### config.mk
export PLATFORM = sky130hd
export DESIGN_NAME = apb_master_bridge_flat
export DESIGN_NICKNAME = d
export VERILOG_FILES = /design/src/rtl/apb_master_bridge_pkg.sv /design/src/rtl/apb_if.sv /design/src/rtl/apb_master_bridge.sv /design/src/flat_wrapper.sv
export SDC_FILE = /design/constraint.sdc
export NUM_CORES = 1
export LEC_CHECK = 0
export ABC_CLOCK_PERIOD_IN_PS = 1800
export BUFFER_PORTS_ARGS = -buffer_cell sky130_fd_sc_hd__buf_2
export CORE_ASPECT_RATIO = 1.4
export CORE_UTILIZATION = 40
export DETAILED_ROUTE_END_ITERATION = 16
export PLACE_DENSITY = 0.71
export RECOVER_POWER = 50
export SYNTH_ARGS = -nofsm -noshare
export SYNTH_HDL_FRONTEND = slang
export SYNTH_SLANG_ARGS = --single-unit
### constraint.sdc
create_clock -name clk -period 1.8 [get_ports clk]
set_input_delay 0.18 -clock clk [delete_from_list [all_inputs] [get_ports clk]]
set_output_delay 0.18 -clock clk [all_outputs]
set_load 0.02 [all_outputs]
### src/rtl/apb_master_bridge_pkg.sv
// Shared types for the valid/ready to APB3 master bridge.
// Defaults here match the bridge's default ADDR_W/DATA_W/TIMEOUT_CYCLES.
package apb_master_bridge_pkg;

    localparam int unsigned DEF_ADDR_W         = 32;
    localparam int unsigned DEF_DATA_W         = 32;
    localparam int unsigned DEF_TIMEOUT_CYCLES = 256;
    localparam int unsigned TIMEOUT_W          = $clog2(DEF_TIMEOUT_CYCLES + 1);

    typedef enum logic [1:0] {
        IDLE,
        SETUP,
        ACCESS
    } state_e;

    typedef struct packed {
        logic [DEF_ADDR_W-1:0] addr;
        logic                  write;
        logic [DEF_DATA_W-1:0] wdata;
    } apb_cmd_t;

    typedef struct packed {
        logic [DEF_DATA_W-1:0] rdata;
        logic                  slverr;
        logic                  timeout;
    } apb_rsp_t;

endpackage

### src/rtl/apb_if.sv
// APB3 bus bundle; src is the master side, dst the slave side.
interface apb_if
    import apb_master_bridge_pkg::*;
#(
    parameter int unsigned ADDR_W = DEF_ADDR_W,
    parameter int unsigned DATA_W = DEF_DATA_W
);

    typedef logic [ADDR_W-1:0] addr_t;
    typedef logic [DATA_W-1:0] data_t;

    addr_t paddr;
    logic  psel;
    logic  penable;
    logic  pwrite;
    data_t pwdata;
    logic  pready;
    data_t prdata;
    logic  pslverr;

    modport src (
        output paddr, psel, penable, pwrite, pwdata,
        input  pready, prdata, pslverr
    );

    modport dst (
        input  paddr, psel, penable, pwrite, pwdata,
        output pready, prdata, pslverr
    );

endinterface

### src/rtl/apb_master_bridge.sv
// Valid/ready command stream to APB3 master, one transfer outstanding.
// APB_MASTER_BRIDGE_TIMEOUT_EN adds an ACCESS-phase timeout abort.
module apb_master_bridge
    import apb_master_bridge_pkg::*;
#(
    parameter int unsigned ADDR_W         = DEF_ADDR_W,
    parameter int unsigned DATA_W         = DEF_DATA_W,
    parameter int unsigned TIMEOUT_CYCLES = DEF_TIMEOUT_CYCLES
) (
    input  logic              clk,
    input  logic              rst_n,
    input  logic              cmd_valid,
    output logic              cmd_ready,
    input  logic [ADDR_W-1:0] cmd_addr,
    input  logic              cmd_write,
    input  logic [DATA_W-1:0] cmd_wdata,
    output logic              rsp_valid,
    input  logic              rsp_ready,
    output logic [DATA_W-1:0] rsp_rdata,
    output logic              rsp_slverr,
    output logic              rsp_timeout,
    apb_if.src                apb
);

    state_e            state_q, state_d;
    logic              live_q;
    logic [ADDR_W-1:0] paddr_q, paddr_d;
    logic              pwrite_q, pwrite_d;
    logic [DATA_W-1:0] pwdata_q, pwdata_d;
    logic              rsp_valid_q, rsp_valid_d;
    logic [DATA_W-1:0] rsp_rdata_q, rsp_rdata_d;
    logic              rsp_slverr_q, rsp_slverr_d;

`ifdef APB_MASTER_BRIDGE_TIMEOUT_EN
    localparam int unsigned CNT_W = $clog2(TIMEOUT_CYCLES + 1);
    localparam logic [CNT_W-1:0] CNT_LAST = CNT_W'(TIMEOUT_CYCLES - 1);

    logic [CNT_W-1:0] cnt_q, cnt_d;
    logic             rsp_timeout_q, rsp_timeout_d;
`endif

    // live_q keeps cmd_ready low while reset is asserted
    assign cmd_ready = live_q && (state_q == IDLE)
                    && (!rsp_valid_q || rsp_ready);

    assign apb.psel    = (state_q != IDLE);
    assign apb.penable = (state_q == ACCESS);
    assign apb.paddr   = paddr_q;
    assign apb.pwrite  = pwrite_q;
    assign apb.pwdata  = pwdata_q;

    assign rsp_valid  = rsp_valid_q;
    assign rsp_rdata  = rsp_rdata_q;
    assign rsp_slverr = rsp_slverr_q;
`ifdef APB_MASTER_BRIDGE_TIMEOUT_EN
    assign rsp_timeout = rsp_timeout_q;
`else
    assign rsp_timeout = 1'b0;
`endif

    always_comb begin
        state_d      = state_q;
        paddr_d      = paddr_q;
        pwrite_d     = pwrite_q;
        pwdata_d     = pwdata_q;
        rsp_valid_d  = rsp_valid_q && !rsp_ready;
        rsp_rdata_d  = rsp_rdata_q;
        rsp_slverr_d = rsp_slverr_q;
`ifdef APB_MASTER_BRIDGE_TIMEOUT_EN
        cnt_d         = cnt_q;
        rsp_timeout_d = rsp_timeout_q;
`endif
        unique case (state_q)
            IDLE: begin
                if (cmd_valid && cmd_ready) begin
                    state_d  = SETUP;
                    paddr_d  = cmd_addr;
                    pwrite_d = cmd_write;
                    pwdata_d = cmd_write ? cmd_wdata : '0;
                end
            end
            SETUP: begin
                state_d = ACCESS;
`ifdef APB_MASTER_BRIDGE_TIMEOUT_EN
                cnt_d = '0;
`endif
            end
            ACCESS: begin
                // pready wins over a timeout hitting in the same cycle
                if (apb.pready) begin
                    state_d      = IDLE;
                    rsp_valid_d  = 1'b1;
                    rsp_slverr_d = apb.pslverr;
                    rsp_rdata_d  = pwrite_q ? '0 : apb.prdata;
`ifdef APB_MASTER_BRIDGE_TIMEOUT_EN
                    rsp_timeout_d = 1'b0;
                end else if (cnt_q == CNT_LAST) begin
                    state_d       = IDLE;
                    rsp_valid_d   = 1'b1;
                    rsp_slverr_d  = 1'b1;
                    rsp_rdata_d   = '0;
                    rsp_timeout_d = 1'b1;
                end else begin
                    cnt_d = cnt_q + 1'b1;
`endif
                end
            end
            default: state_d = IDLE;
        endcase
    end

    always_ff @(posedge clk or negedge rst_n) begin
        if (!rst_n) begin
            state_q      <= IDLE;
            live_q       <= 1'b0;
            paddr_q      <= '0;
            pwrite_q     <= 1'b0;
            pwdata_q     <= '0;
            rsp_valid_q  <= 1'b0;
            rsp_rdata_q  <= '0;
            rsp_slverr_q <= 1'b0;
`ifdef APB_MASTER_BRIDGE_TIMEOUT_EN
            cnt_q         <= '0;
            rsp_timeout_q <= 1'b0;
`endif
        end else begin
            state_q      <= state_d;
            live_q       <= 1'b1;
            paddr_q      <= paddr_d;
            pwrite_q     <= pwrite_d;
            pwdata_q     <= pwdata_d;
            rsp_valid_q  <= rsp_valid_d;
            rsp_rdata_q  <= rsp_rdata_d;
            rsp_slverr_q <= rsp_slverr_d;
`ifdef APB_MASTER_BRIDGE_TIMEOUT_EN
            cnt_q         <= cnt_d;
            rsp_timeout_q <= rsp_timeout_d;
`endif
        end
    end

endmodule

### src/flat_wrapper.sv
// flat-port wrapper written by rule: the top's interface ports become plain ports
module apb_master_bridge_flat import apb_master_bridge_pkg::*;
#(
    parameter int unsigned ADDR_W         = DEF_ADDR_W,
    parameter int unsigned DATA_W         = DEF_DATA_W,
    parameter int unsigned TIMEOUT_CYCLES = DEF_TIMEOUT_CYCLES
)
  (clk, rst_n, cmd_valid, cmd_ready, cmd_addr, cmd_write, cmd_wdata, rsp_valid, rsp_ready, rsp_rdata, rsp_slverr, rsp_timeout, apb_paddr, apb_psel, apb_penable, apb_pwrite, apb_pwdata, apb_pready, apb_prdata, apb_pslverr);
  apb_if #(.ADDR_W(ADDR_W), .DATA_W(DATA_W)) apb_i ();
  input  logic clk;
  input  logic rst_n;
  input  logic cmd_valid;
  output logic cmd_ready;
  input  logic [ADDR_W-1:0] cmd_addr;
  input  logic cmd_write;
  input  logic [DATA_W-1:0] cmd_wdata;
  output logic rsp_valid;
  input  logic rsp_ready;
  output logic [DATA_W-1:0] rsp_rdata;
  output logic rsp_slverr;
  output logic rsp_timeout;
  output wire logic [$bits(apb_i.paddr)-1:0] apb_paddr;
  output wire logic [$bits(apb_i.psel)-1:0] apb_psel;
  output wire logic [$bits(apb_i.penable)-1:0] apb_penable;
  output wire logic [$bits(apb_i.pwrite)-1:0] apb_pwrite;
  output wire logic [$bits(apb_i.pwdata)-1:0] apb_pwdata;
  input wire logic [$bits(apb_i.pready)-1:0] apb_pready;
  input wire logic [$bits(apb_i.prdata)-1:0] apb_prdata;
  input wire logic [$bits(apb_i.pslverr)-1:0] apb_pslverr;
  assign apb_paddr = apb_i.paddr;
  assign apb_psel = apb_i.psel;
  assign apb_penable = apb_i.penable;
  assign apb_pwrite = apb_i.pwrite;
  assign apb_pwdata = apb_i.pwdata;
  assign apb_i.pready = apb_pready;
  assign apb_i.prdata = apb_prdata;
  assign apb_i.pslverr = apb_pslverr;
  apb_master_bridge #(.ADDR_W(ADDR_W), .DATA_W(DATA_W), .TIMEOUT_CYCLES(TIMEOUT_CYCLES)) u_core (.clk(clk), .rst_n(rst_n), .cmd_valid(cmd_valid), .cmd_ready(cmd_ready), .cmd_addr(cmd_addr), .cmd_write(cmd_write), .cmd_wdata(cmd_wdata), .rsp_valid(rsp_valid), .rsp_ready(rsp_ready), .rsp_rdata(rsp_rdata), .rsp_slverr(rsp_slverr), .rsp_timeout(rsp_timeout), .apb(apb_i));
endmodule
==> metrics.txt <==
# TYPE chip_impl_metric gauge
chip_impl_info{name="status",value="complete, no violations"} 1
chip_impl_metric{name="cts.clk_slew.worst_paths",unit="ns"} 0.07
chip_impl_metric{name="max_slew_violation_count",unit=""} 0
chip_impl_metric{name="final_period_minus_worst_setup_slack",unit="ns"} 1.67
chip_impl_metric{name="power_switching_share",unit="%"} 36.2
chip_impl_metric{name="grt-ovfl-total",unit=""} 0
chip_impl_metric{name="design.portCount",unit=""} 206
chip_impl_info{name="cts_tree",value="yes"} 1
chip_impl_metric{name="final_net_count",unit=""} 667
chip_impl_metric{name="intPower",unit="mW"} 5.52
chip_impl_metric{name="finalHoldWorstSlack",unit="ns"} 0.0673
chip_impl_metric{name="combined_area_of_the_multi_input_logic_cells",unit="µm²"} 1410
chip_impl_metric{name="timing.final.hold_violations",unit=""} 0
chip_impl_metric{name="synth_area",unit="µm²"} 4200
chip_impl_info{name="synthMostInstantiatedCell",value="sky130_fd_sc_hd__dfrtp_1"} 1
chip_impl_metric{name="synth_fp_nets",unit=""} 466
chip_impl_info{name="synthTopCellsByArea",value="sky130_fd_sc_hd__dfrtp_1 (61%), sky130_fd_sc_hd__mux2i_1 (7.6%), sky130_fd_sc_hd__mux2_2 (7.5%)"} 1
chip_impl_info{name="critical_path.endpoint_type",value="output port"} 1
chip_impl_metric{name="dr_total_vias",unit=""} 3160
chip_impl_metric{name="slew-limit-headroom",unit="%"} 47.3
chip_impl_metric{name="cp.required",unit="ns"} 1.62
chip_impl_metric{name="drc_marker_count_from_the_first_detailed_route_iteration",unit=""} 69
chip_impl_metric{name="floorplan.core_area",unit="µm²"} 10100
chip_impl_metric{name="timing.critical_path.buf_inv",unit=""} 1
chip_impl_metric{name="vdd_ir_drop_max",unit="mV"} 0.683
chip_impl_metric{name="floorplan.initialDensity",unit="%"} 41.7
chip_impl_metric{name="layout-drive-gt1-share",unit="%"} 37.8
chip_impl_metric{name="htreeDepth",unit=""} 3
chip_impl_metric{name="vias_per_cell",unit=""} 4.49
chip_impl_metric{name="cts_num_sinks",unit=""} 102
chip_impl_metric{name="fillers",unit=""} 919
chip_impl_metric{name="drc_errors",unit=""} 0
chip_impl_metric{name="post-dp-hpwl",unit="µm"} 6860
chip_impl_metric{name="timing.max_cap.violations",unit=""} 0
chip_impl_info{name="nature_of_the_critical_path_startpoint",value="register"} 1
chip_impl_metric{name="clk_latency",unit="ns"} 0.34
chip_impl_metric{name="crit_path_max_fanout",unit=""} 34
chip_impl_metric{name="drtAntennaViolNets",unit=""} 0
chip_impl_metric{name="die_height",unit="µm"} 123
chip_impl_metric{name="worst-slew-pin-transition",unit="ns"} 0.791
chip_impl_metric{name="finalSetupViolCount",unit=""} 0
chip_impl_metric{name="synth-edff-count",unit=""} 0
chip_impl_metric{name="ff_latch_area",unit="µm²"} 2550
chip_impl_metric{name="numPortBuffers",unit=""} 204
chip_impl_metric{name="ys_seq_elements",unit=""} 102
chip_impl_metric{name="sw_pwr",unit="mW"} 3.13
chip_impl_metric{name="power.density_cell_area",unit="nW/µm²"} 1530
chip_impl_metric{name="cellLeakagePower",unit="nW"} 3.05
chip_impl_metric{name="numCtsBuffers",unit=""} 9
chip_impl_info{name="timing.setup.critical_path_class",value="register to output port"} 1
chip_impl_metric{name="portion_of_the_post_synthesis_area_used_by_sequential_elements",unit="%"} 60.8
chip_impl_metric{name="grt_pass1_wl",unit="µm"} 14100
chip_impl_info{name="cts.root.buffer_cell",value="sky130_fd_sc_hd__clkbuf_16"} 1
chip_impl_metric{name="n_antenna_cell",unit=""} 0
chip_impl_metric{name="timing.critical_path.arrival",unit="ns"} 1.49
chip_impl_metric{name="detailedRoute.firstPassIterationCount",unit=""} 4
chip_impl_info{name="worstHoldPathType",value="input port to register"} 1
chip_impl_metric{name="place_congestion",unit=""} 0.702
chip_impl_metric{name="cts_max_path_buffers",unit=""} 2
chip_impl_metric{name="crit_path_max_incr_delay",unit="ns"} 0.85
chip_impl_metric{name="yosys_warnings",unit=""} 0
chip_impl_metric{name="synth_top_area_share",unit="%"} 60.8
chip_impl_info{name="timing.critical_path.max_delay_family",value="flip-flops"} 1
chip_impl_metric{name="syn-mean-instance-area",unit="µm²"} 11.6
chip_impl_metric{name="seq_power_share",unit="%"} 40.8
chip_impl_metric{name="synth_cell_type_count",unit=""} 19
chip_impl_metric{name="clk_network_pwr_share",unit="%"} 25.4
chip_impl_metric{name="synthCells",unit=""} 363
chip_impl_metric{name="chipWidth",unit="µm"} 88.6
chip_impl_metric{name="grt_start_max_net_pins",unit=""} 52
chip_impl_metric{name="fin_worst_skew",unit="ns"} 0.00786
chip_impl_metric{name="post-route-period-util",unit="%"} 92.6
chip_impl_info{name="rsz_0062_raised_after_global_routing",value="no"} 1
chip_impl_metric{name="floorplan.rows",unit=""} 43
chip_impl_metric{name="antenna_found_initial",unit=""} 0
chip_impl_metric{name="setup_tns",unit="ns"} 0
chip_impl_metric{name="grt_pass1_vias",unit=""} 3064
chip_impl_metric{name="drt-total-wl",unit="µm"} 9180
chip_impl_metric{name="wl_per_cell",unit="µm"} 13.0
chip_impl_info{name="synth_top_cells_by_count",value="sky130_fd_sc_hd__dfrtp_1 (102), sky130_fd_sc_hd__nand2_1 (65), sky130_fd_sc_hd__inv_1 (34)"} 1
chip_impl_metric{name="fp.dieArea",unit="µm²"} 10900
chip_impl_metric{name="fmax",unit="MHz"} 600
chip_impl_metric{name="cts_setup_buffers",unit=""} 0
chip_impl_metric{name="synth-async-reset-ratio",unit="%"} 100
chip_impl_metric{name="area_delta_synth_final",unit="%"} 34.5
chip_impl_info{name="yosysTopAreaCell",value="sky130_fd_sc_hd__dfrtp_1"} 1
chip_impl_info{name="critical-path-slowest-cell",value="sky130_fd_sc_hd__dfrtp_1"} 1
chip_impl_info{name="synth_ff_type",value="sky130_fd_sc_hd__dfrtp_1"} 1
chip_impl_info{name="path_cells",value="buf_2"} 1
chip_impl_metric{name="total_routing_resource_utilization_after_global_routing",unit="%"} 17.1
chip_impl_metric{name="comb_power_share",unit="%"} 33.8
cell type report:
class                      count  area share, %
clock buffer                   9           3.99
clock inverter                 7           2.13
inverter                      34           2.26
multi-input combinational    205           25.0
sequential                   102           45.2
tap                          135           2.99
timing repair buffer         212           18.5
flip-flops by register name, summed over array words and instances, names as in the netlist:
signal and flops:
u_core.apb.pwdata 32, u_core.apb.paddr 32, u_core.live_q 1, u_core.rsp_rdata 32, u_core.rsp_slverr 1, u_core.apb.pwrite 1
u_core.state_q 2, u_core.rsp_valid 1
power by group through the flow:
stage	clock (mW)	sequential (mW)	combinational, mW
global route	2.34	3.63	3.21
global placement	0	3.53	3.02
CTS	2.25	3.53	3.09
floorplan	0	4.47	0.963
detailed placement	0	3.56	3.10
finish	2.20	3.53	2.93
cell usage in the layout, fill, tap and decap left out, drive strengths merged:
cell type and count:
clkinv 2, dlygate4sd3 1, clkinvlp 1, nor2 2
nand2b 33, bufinv 3, conb 2, o21ai 32
clkbuf 60, nor2b 1, nand3b 1, and3 1
nand4 1, mux2i 32, dfrtp 102, nand2 65
inv 35, mux2 35, buf 160
timing repair:
item | in CTS | in global routing
hold buffers | 1 | 0
gates resized for setup | 0 | 0
endpoints found under the hold margin | 25 | 0
setup endpoints to repair | 0 | 0
per-stage QoR:
stage / instances / total power, mW / worst slack, ns / area [µm²] / utilization [%]
finish: 704 / 8.66 / 0.132 / 5650 / 56.1
global route: 704 / 9.19 / 0.000149 / 5650 / 56.1
CTS: 704 / 8.88 / 0.0892 / 5740 / 57.1
detailed placement: 687 / 6.65 / 0.274 / 5390 / 53.5
global placement: 687 / 6.55 / 0.342 / 5390 / 53.5
floorplan: 363 / 5.43 / 0.391 / 4200 / -
kinds of logic after synthesis:
group | synth area share, %
flip-flops | 60.8
AND/OR/NAND/NOR | 11.7
AO/OA/AOI/OAI | 3.81
multiplexers | 17.6
buffers and inverters | 5.84
other | 0.179
path summary, 6_finish.rpt:
path | start | cells past startpoint | end | slack (ns)
hold / removal | cmd_addr[4] | 2 | u_core.apb.paddr[4] | 0.07
max in group asynchronous | rst_n | 3 | u_core.apb.paddr[15] | 0.31
hold reg to reg | u_core.rsp_rdata[7] | 2 | u_core.rsp_rdata[7] | 0.47
setup / recovery | u_core.apb.pwrite | 1 | apb_pwrite | 0.13
min in group asynchronous | rst_n | 2 | u_core.rsp_rdata[27] | 0.42
setup reg to reg | u_core.state_q[1] | 5 | u_core.apb.pwdata[28] | 0.29
layer usage:
layer	track usage [%]	share of wire, %	vias to the layer above
met5	0	0	-
met2	29.1	51	124
met4	7.76	2.3	0
li1	-	-	1558
met1	20.2	41	1461
met3	4.34	6.6	17
Note: power is estimated with default switching activity, not from simulation.
